<file path="src/rtl/rc6_pkg.sv">
// Shared types and helpers for the RC6-32 decrypt core.
// RC6_ROUND_PIPE_EN (defined in the core) selects the two-cycle round; the ROUND_MUL/ROUND_ROT states serve that build.
package rc6_pkg;

    localparam int W   = 32;
    localparam int LGW = 5;

    typedef enum logic [2:0] {
        ST_IDLE,
        ST_PRE,
        ST_ROUND,
        ST_ROUND_MUL,
        ST_ROUND_ROT,
        ST_POST,
        ST_DONE
    } rc6_state_e;

    function automatic int key_words(input int rounds);
        return 2 * rounds + 4;
    endfunction

    function automatic logic [W-1:0] rotl5(input logic [W-1:0] x);
        return {x[W-LGW-1:0], x[W-1:W-LGW]};
    endfunction

endpackage

</file>
<file path="src/rtl/rc6_dyn_rot_right.sv">
// Combinational data-dependent right rotate; undoes the encrypt-side left rotator.
module rc6_dyn_rot_right
    import rc6_pkg::*;
(
    input  logic [LGW-1:0] i_amt,
    input  logic [W-1:0]   i_data,
    output logic [W-1:0]   o_data
);

    // A zero amount shifts the left term by the full width, which clears it.
    assign o_data = (i_data >> i_amt) | (i_data << (6'd32 - {1'b0, i_amt}));

endmodule

</file>
<file path="src/rtl/rc6_decrypt_core.sv">
// Iterative RC6-32 block decryptor with an on-chip round-key file and valid/ready on both sides.
// Define RC6_ROUND_PIPE_EN to register the u/t products, making each round two cycles.
module rc6_decrypt_core
    import rc6_pkg::*;
#(
    parameter int ROUNDS = 20,
    parameter int KEY_AW = 6
) (
    input  logic              inClk,
    input  logic              inRst,
    input  logic              inKeyWe,
    input  logic [KEY_AW-1:0] inKeyAddr,
    input  logic [W-1:0]      inKeyData,
    input  logic              inValid,
    output logic              outReady,
    input  logic [4*W-1:0]    inBlock,
    output logic              outValid,
    input  logic              inReady,
    output logic [4*W-1:0]    outBlock,
    output logic              outBusy,
    output logic              outKeyWrErr
);

    localparam int KEY_WORDS = key_words(ROUNDS);
`ifdef RC6_ROUND_PIPE_EN
    localparam rc6_state_e ST_FIRST = ST_ROUND_MUL;
`else
    localparam rc6_state_e ST_FIRST = ST_ROUND;
`endif

    rc6_state_e        r_state;
    logic [W-1:0]      r_a, r_b, r_c, r_d;
    logic [KEY_AW-1:0] r_idx;
    logic [W-1:0]      r_key [KEY_WORDS];
    logic              r_ready, r_valid, r_busy, r_keyWrErr;
    logic [4*W-1:0]    r_out;

    // Words after undoing the encrypt-side (A,B,C,D) <- (B,C,D,A) shuffle.
    logic [W-1:0] w_ra, w_rb, w_rc, w_rd;
    assign w_ra = r_d;
    assign w_rb = r_a;
    assign w_rc = r_b;
    assign w_rd = r_c;

    logic [W-1:0] w_u, w_t, w_uUse, w_tUse;
    assign w_u = rotl5(w_rd * {w_rd[W-2:0], 1'b1});
    assign w_t = rotl5(w_rb * {w_rb[W-2:0], 1'b1});

`ifdef RC6_ROUND_PIPE_EN
    logic [W-1:0] r_u, r_t;
    assign w_uUse = r_u;
    assign w_tUse = r_t;
`else
    assign w_uUse = w_u;
    assign w_tUse = w_t;
`endif

    logic [KEY_AW-1:0] w_kEven, w_kOdd;
    assign w_kEven = {r_idx[KEY_AW-2:0], 1'b0};
    assign w_kOdd  = {r_idx[KEY_AW-2:0], 1'b1};

    logic [W-1:0] w_aSub, w_cSub, w_aRot, w_cRot, w_aNew, w_cNew;
    assign w_aSub = w_ra - r_key[w_kEven];
    assign w_cSub = w_rc - r_key[w_kOdd];

    // A rotates by u and folds in t; C rotates by t and folds in u.
    rc6_dyn_rot_right u_rot_a (.i_amt(w_uUse[LGW-1:0]), .i_data(w_aSub), .o_data(w_aRot));
    rc6_dyn_rot_right u_rot_c (.i_amt(w_tUse[LGW-1:0]), .i_data(w_cSub), .o_data(w_cRot));

    assign w_aNew = w_aRot ^ w_tUse;
    assign w_cNew = w_cRot ^ w_uUse;

    logic w_keyInRange;
    assign w_keyInRange = ({1'b0, inKeyAddr} < (KEY_AW+1)'(KEY_WORDS));

    // Not reset: the key survives a datapath reset.
    always_ff @(posedge inClk) begin
        if (inKeyWe && !r_busy && w_keyInRange)
            r_key[inKeyAddr] <= inKeyData;
    end

    always_ff @(posedge inClk) begin
        if (inRst) begin
            r_state    <= ST_IDLE;
            r_ready    <= 1'b1;
            r_valid    <= 1'b0;
            r_busy     <= 1'b0;
            r_keyWrErr <= 1'b0;
            r_out      <= '0;
        end else begin
            r_keyWrErr <= inKeyWe && r_busy;
            case (r_state)
                ST_IDLE: begin
                    if (inValid && r_ready) begin
                        {r_a, r_b, r_c, r_d} <= inBlock;
                        r_state <= ST_PRE;
                        r_ready <= 1'b0;
                        r_busy  <= 1'b1;
                    end
                end
                ST_PRE: begin
                    r_a     <= r_a - r_key[KEY_WORDS-2];
                    r_c     <= r_c - r_key[KEY_WORDS-1];
                    r_idx   <= KEY_AW'(ROUNDS);
                    r_state <= ST_FIRST;
                end
`ifdef RC6_ROUND_PIPE_EN
                ST_ROUND_MUL: begin
                    r_u     <= w_u;
                    r_t     <= w_t;
                    r_state <= ST_ROUND_ROT;
                end
                ST_ROUND_ROT: begin
`else
                ST_ROUND: begin
`endif
                    r_a     <= w_aNew;
                    r_b     <= w_rb;
                    r_c     <= w_cNew;
                    r_d     <= w_rd;
                    r_idx   <= r_idx - KEY_AW'(1);
                    r_state <= (r_idx == KEY_AW'(1)) ? ST_POST : ST_FIRST;
                end
                ST_POST: begin
                    r_out   <= {r_a, r_b - r_key[0], r_c, r_d - r_key[1]};
                    r_valid <= 1'b1;
                    r_state <= ST_DONE;
                end
                ST_DONE: begin
                    if (inReady) begin
                        r_valid <= 1'b0;
                        r_ready <= 1'b1;
                        r_busy  <= 1'b0;
                        r_state <= ST_IDLE;
                    end
                end
                default: begin
                    r_state <= ST_IDLE;
                    r_ready <= 1'b1;
                    r_busy  <= 1'b0;
                end
            endcase
        end
    end

    assign outReady    = r_ready;
    assign outValid    = r_valid;
    assign outBlock    = r_out;
    assign outBusy     = r_busy;
    assign outKeyWrErr = r_keyWrErr;

endmodule

</file>
<file path="config.mk">
export PLATFORM = sky130hd
export DESIGN_NAME = rc6_decrypt_core
export DESIGN_NICKNAME = d
export VERILOG_FILES = /design/src/rtl/rc6_pkg.sv /design/src/rtl/rc6_dyn_rot_right.sv /design/src/rtl/rc6_decrypt_core.sv
export SDC_FILE = /design/constraint.sdc
export NUM_CORES = 2
export LEC_CHECK = 0
export BUFFER_PORTS_ARGS = -buffer_cell sky130_fd_sc_hd__buf_2
export CAP_MARGIN = 10
export CORE_MARGIN = 5
export CORE_UTILIZATION = 31
export CTS_CLUSTER_DIAMETER = 60
export DETAILED_ROUTE_END_ITERATION = 8
export PLACE_DENSITY = 0.56
export SLEW_MARGIN = 20
export SYNTH_ARGS = -nofsm -noshare
export SYNTH_HDL_FRONTEND = slang
export SYNTH_SLANG_ARGS = --single-unit
</file>
<file path="constraint.sdc">
create_clock -name inClk -period 11.5 [get_ports inClk]
set_input_delay 0.575 -clock inClk [delete_from_list [all_inputs] [get_ports inClk]]
set_output_delay 0.575 -clock inClk [all_outputs]
set_load 0.005 [all_outputs]
</file>
* Word-level counts from Yosys, hierarchy flattened
Memory sizes are Yosys's and may differ from the RTL's. A register that Yosys moved wholly into a read port is not among the register bits.
Index checks and enable logic that the tools add are counted.
** Word-level totals
- Flip-flop bits (word level) :: 269
- Latch bits :: 0
- RAM bits :: 1408
- Memory bits (read-only) :: 0
- Bits of input ports :: 171
- Output and inout bits :: 132
- Logic and storage cells :: 82
- Memories :: 1
** Cells by class
- Add/sub/neg operators :: 9
- Multiply operators :: 2
- Div/mod/pow operators :: 0
- $lt $le $gt $ge :: 1
- Equal/unequal tests :: 7
- Shifts and indexed selects :: 4
- Mux-type cells :: 24
- Bitwise operators :: 6
- Reduce and logical (&&, ||, !) cells :: 17
** Memory list
- r_key :: depth 44, width 32, rd ports 6, clocked after memory_dff 2, write ports 1, line rc6_decrypt_core.sv:34 : logic [W-1:0] r_key [KEY_WORDS];
** Operators by type and width (count)
- one-hot mux 32 bit (3 select lines) :: 2
- subtractor 32 bit :: 6
- two-way mux 32 bit :: 4
- one-hot mux 32 bit (2 select lines) :: 2
- multiplier 32 x 32 -> 32 bit :: 2
- OR 32 bit :: 2
- << shifter 32 x 6 -> 32 bit :: 2
- right shift 32 x 5 -> 32 bit :: 2
- bitwise XOR 32 bit :: 2
- one-hot mux 3 bit (5 select lines) :: 1
- two-way mux 6 bit :: 2
- one-hot mux 6 bit (2 select lines) :: 1
- subtractor 6 x 5 -> 6 bit, first input constant :: 2
- two-way mux 3 bit :: 3
- AND reduction 3 bit :: 3
- equality test 3 bit, second input constant :: 2
- equality test 6 x 1 -> 1 bit, second input constant :: 1
- less-than comparator 6 bit, second input constant :: 1
- two-way mux 1 bit :: 6
- one-hot mux 1 bit (3 select lines) :: 2
- AND reduction 2 bit :: 3
- nonzero test 2 bit :: 3
- subtractor 6 x 1 -> 6 bit, second input constant :: 1
- logical AND 1 bit :: 4
- other kinds (9) :: 11

* Logic depth before layout (Yosys ltp)
- Word-level depth :: 6
- Gate-level depth with buffers :: 38
- Mapped depth without buffers :: 32

* Hierarchy
From an unflattened synthesis, not the netlist that was laid out.
** Unflattened totals
- Cell total of the unflattened synthesis :: 8339
- Area total of the unflattened synthesis :: 107718.3 µm²
** Modules (own cells, without submodules)
- rc6_decrypt_core :: instances 1, cells an instance 7465, area an instance 100541.4 µm², seq. area each 49107.1 µm²
- rc6_dyn_rot_right :: instances 2, cells an instance 437, area an instance 3588.4 µm², seq. area each 0.0 µm²

* Worst setup path before layout
No wires, ideal clock.
- Path type :: register to register
- Start point :: reg r_c[3]
- End point :: reg r_a[12], data pin
- Library setup time :: 0.266 ns
- Data arrival time :: 8.780 ns
- Data required time :: 11.234 ns
- Path slack :: 2.454 ns
- Cell stages (with the launch flop) :: 37
- Buffers on the path :: 5
- Cells stage by stage :: edfxtp_1 > clkbuf_1 > clkbuf_1 > and2_1 > fa_1 > inv_1 > fa_1 > inv_1 > fa_1 > inv_1 > fa_1 > inv_1 > fa_1 > inv_1 > fa_1 > inv_1 > fa_1 > fa_1 > ha_1 > a21o_1 > a21o_1 > a211oi_1 > o211a_1 > o21ai_1 > or3_1 > clkbuf_1 > nand2_1 > buf_2 > clkbuf_1 > mux4_2 > mux2_2 > a21oi_1 > o21ai_0 > o211a_1 > a211o_1 > xnor2_1 > o21ai_1
** Between the ends
- Word-level cells in the longest chain between the ends :: 6
- Elaborated cells on any way between the ends :: 7
- Those cells by class :: add/sub: 1; mul: 1; shift: 2; mux: 1; bitwise: 2
** RTL lines
- from (decl) :: line rc6_decrypt_core.sv:32 : logic [W-1:0] r_a, r_b, r_c, r_d;
- from (signal assigned) :: line rc6_decrypt_core.sv:95 : {r_a, r_b, r_c, r_d} <= inBlock;
- from (signal assigned) :: line rc6_decrypt_core.sv:103 : r_c <= r_c - r_key[KEY_WORDS-1];
- from (signal assigned) :: line rc6_decrypt_core.sv:119 : r_c <= w_cNew;
- multiplier 32 x 32 -> 32 bit * :: line rc6_decrypt_core.sv:46 : assign w_u = rotl5(w_rd * {w_rd[W-2:0], 1'b1});
- subtractor 6 x 5 -> 6 bit :: line rc6_dyn_rot_right.sv:11 : assign o_data = (i_data >> i_amt) | (i_data << (6'd32 - {1'b0, i_amt}));
- << shifter 32 x 6 -> 32 bit :: line rc6_dyn_rot_right.sv:11
- OR 32 bit * :: line rc6_dyn_rot_right.sv:11
- bitwise XOR 32 bit * :: line rc6_decrypt_core.sv:70 : assign w_aNew = w_aRot ^ w_tUse;
- one-hot mux 32 bit (3 select lines) * :: line rc6_decrypt_core.sv:92 : case (r_state)
- to (signal assigned) :: line rc6_decrypt_core.sv:95
- to (signal assigned) :: line rc6_decrypt_core.sv:102 : r_a <= r_a - r_key[KEY_WORDS-2];
- to (signal assigned) :: line rc6_decrypt_core.sv:117 : r_a <= w_aNew;
- to (decl) :: line rc6_decrypt_core.sv:32
Every way passes the cells marked *; elsewhere a longest branch is shown, timed or not.
A chain may end at the register's enable or synchronous reset.

* Final worst setup path
- Start point :: reg r_a[15]
- End point :: reg r_c[2], data pin
** Between the ends
- Word-level cells in the longest chain between the ends :: 6
- Elaborated cells on any way between the ends :: 7
- Those cells by class :: add/sub: 1; mul: 1; shift: 2; mux: 1; bitwise: 2
** RTL lines
- multiplier 32 x 32 -> 32 bit * :: line rc6_decrypt_core.sv:47 : assign w_t = rotl5(w_rb * {w_rb[W-2:0], 1'b1});
- subtractor 6 x 5 -> 6 bit :: line rc6_dyn_rot_right.sv:11
- << shifter 32 x 6 -> 32 bit :: line rc6_dyn_rot_right.sv:11
- OR 32 bit * :: line rc6_dyn_rot_right.sv:11
- bitwise XOR 32 bit * :: line rc6_decrypt_core.sv:71 : assign w_cNew = w_cRot ^ w_uUse;
- one-hot mux 32 bit (3 select lines) * :: line rc6_decrypt_core.sv:92
Marked as above.

==> impl_results.md <==
* Largest delay contributor family on the critical path: adder cells
* Final min period at 11.02 ns
* Top cells by area, synth: edfxtp_1 44%, fa_1 14%, mux4_2 8.4%
* Clock skew at 0.1328 ns
* Synth cell types at 97
* Vias in the first global route at 70,760
* Mapped Area at 105,900 um2
* Max incr delay on CP at 1.07 ns
* Drt wl/cell at 27.80 um
* Initial core utilization at 0.3114
* Top-area cell type share of the netlist area at 0.4373
* Max Cap Violations at 0
* Global-route wire length before repair at 529,500 um
* Clk buf depth at 4
* Cell taking the most area after synthesis: edfxtp_1
* Tightest Hold Check Type: input port to register
* Synthesized flop and latch total at 1,682
* Drt first pass iters at 5
* Register area share after synthesis at 0.4638
* Syn nets at 9,688
* Number of DRC markers in iteration 0 at 6,578
* Drt total wl at 372,500 um
* Pre-CTS setup slack at 0.01655 ns
* Reg2Reg Depth at 27
* Asr flop ratio synth at 0
* Worst EP arrival at 11.52 ns
* Via density at 5.215
* Reg2Reg Launch Point: r_a[15]$_DFFE_PP_
* Grt ovf at 0
* Top Ports at 303
* Bufs and invs on worst path at 6
* Routability cong. at 0.9363
* Mapped Cells at 8,333
* Endpoints failing hold at 0
* CTS tree: built
* Post-route ant nets at 0
* CP Launch Point: r_a[15]$_DFFE_PP_
* Worst Path Max Fanout at 25
* DRC viols at 0
* Final HPWL DP at 276,800 um
* Sink Count at 1,682
* Final Max Slew Viols at 0
* Worst Path Required at 12.00 ns
* Synth Flop Type: edfxtp_1
* CTS H-tree depth at 4
* Final WS setup at 0.4762 ns
* Core Area at 340,100 um2
* Hold depth at 3
* Worst Setup Path Type: register to register
* Worst Hold Path EP: r_b[11]$_DFFE_PP_
* Most frequent cells in the layout: 1,542 x edfxtp_1, 1,004 x inv_1, 762 x nand2_1
* Total track usage at 0.2059
* Die ar. at 353,300 um2
* CP most frequent cell: fa_1
* Commonest non-fill, non-tap cell in the layout: edfxtp_1
* Max Freq at 0.09071 GHz
* Die Ht at 594.4 um
* Share of cells above drive strength 1 at 0.1511
* Root Driver: clkbuf_16
* Worst hold path startpoint: inBlock[75]
* Ys Warns at 0
* Post-CTS Resized at 0
* Worst Tran Pin Value at 1.189 ns
* FF-to-FF setup slack at 0.48 ns
* Layout area overhead at 13.85%
* Tcrit/Tclk final at 0.9586
* CTS clock-pin slew for the worst setup and hold paths at 0.06 ns
* Nets@finish at 10,037
* Fin util at 0.3545
* TritonCTS buffer count at 194
* Number of port buffers at 302
* Relative slew slack at 0.2071
* CP Launch Type: register
* Number of core rows at 214
* Die X at 594.4 um
* Status: finished, final reports clean
* Largest net degree at the start of global routing at 124
* Slowest cell on the critical path: edfxtp_1
* Post-Syn Area per Cell at 12.71 um2
* Antenna violations before repair at 52
* Reg-to-reg endpoint: r_c[2]$_DFFE_PP_
* Clock Latency Late Sink at 0.93 ns
* Critical path capture point type: register
* Unrepaired setup endpoints after global routing: no
* Final setup violation count at 0
* Via count at 69,882
* Number of flops mapped to enable cells by yosys at 1,542
-- stage by stage --
step                      instance area [um2]  hold slack, ns  cells  TNS [ns]
after floorplan                        105900          0.4482   8333         0
after global placement                 113800          0.4406  12993   -0.2988
after detailed placement               114000          0.4442  12999         0
after CTS                              120400       0.0005286  13374         0
after global routing                   120500         0.02174  13379         0
final                                  120500         0.03727  13401         0
-- final cells by class --
class	instances	area (um2)
Fill cell	33073	219500
Multi-Input combinational cell	5264	52080
Sequential cell	1682	49130
Tap cell	4536	5675
Clock buffer	232	5050
Inverter	1008	3784
Timing Repair Buffer	532	3578
Clock inverter	123	1185
Antenna cell	24	60.06
-- worst max path at each step --
stage | slack (ns) | end | cells past startpoint
floorplan | 2.45 | r_a[12]$_DFFE_PP_ | 36
global placement | -0.30 | r_c[2]$_DFFE_PP_ | 29
detailed placement | 0.02 | r_c[2]$_DFFE_PP_ | 29
CTS | 0.34 | r_c[2]$_DFFE_PP_ | 29
global route | 0.19 | r_c[2]$_DFFE_PP_ | 27
finish | 0.48 | r_c[2]$_DFFE_PP_ | 27
-- flip-flops by register name (all words and copies together) (netlist names), named ones only --
register / count
outBlock: 128
r_idx: 6
r_d: 32
r_a: 32
outValid: 1
r_key: 1408
outKeyWrErr: 1
r_b: 32
r_state: 3
r_c: 32
outBusy: 1
outReady: 1
-- logic make-up after synthesis --
group	Yosys count	share of synthesized area
mux	686	0.1116
buf+inv	1388	0.04950
compound gates	1298	0.07843
xor+xnor	355	0.02965
flops	1682	0.4638
simple gates	1740	0.07497
fa+ha+maj	1184	0.1920
-- cells in the mapped netlist, types with 31 or more instances --
| master | instances |
|---|---|
| edfxtp_1 | 1542 |
| inv_1 | 1004 |
| nand2_1 | 765 |
| fa_1 | 735 |
| a21oi_1 | 457 |
| ha_1 | 449 |
| mux4_2 | 393 |
| nor2_1 | 373 |
| clkbuf_1 | 304 |
| mux2i_1 | 267 |
| xnor2_1 | 257 |
| and2_1 | 254 |
| o21ai_0 | 188 |
| dfxtp_1 | 140 |
| a21o_1 | 112 |
| xor2_1 | 94 |
| nand3_1 | 76 |
| a22oi_1 | 65 |
| nor3_1 | 57 |
| a211oi_1 | 56 |
| buf_1 | 56 |
| o21ai_1 | 47 |
| o21a_1 | 41 |
| nor2b_1 | 38 |
| nand2b_1 | 37 |
| a31oi_1 | 35 |
| o211ai_1 | 34 |
| or3_1 | 31 |
-- what timing repair did --
item / 4_1_cts / 5_1_grt
hold buffers: 18 / 0
pin swaps: 0 / 1
setup buffers: 2 / 0
cloned: 0 / 1
hold endpoints to repair: 18 / 0
setup endpoints to repair: 1 / 1
-- routing by layer --
layer,share of wire,vias up,track usage,routed length (um)
met3,0.065,557,0.03337,24090
met5,0.00063,-,0,235
li1,-,30340,-,-
met4,0.054,38,0.09417,20260
met1,0.42,36483,0.2761,155900
met2,0.46,2464,0.3285,172000
-- worst reg2reg max path, stage by stage (launching register included) --
cell and delay [ns]:
edfxtp_1 1.07, nand2_1 0.33, fa_1 0.60, inv_1 0.06, fa_1 0.54, inv_1 0.06
fa_1 0.53, inv_1 0.05, fa_1 0.51, inv_1 0.06, fa_1 0.55, fa_1 0.44
fa_1 0.47, fa_1 0.49, inv_1 0.04, ha_1 0.33, a21oi_1 0.41, nand2_1 0.12
a21oi_1 0.24, o21bai_1 0.14, a221oi_4 0.58, o21ai_0 0.46, xnor2_2 0.62, buf_4 0.46
nor2_1 0.10, a31oi_1 0.42, xnor2_1 0.27, o21ai_0 0.71
Power is not shown: default switching activity piles up to over one toggle a cycle in this logic, so the estimate is an artifact.
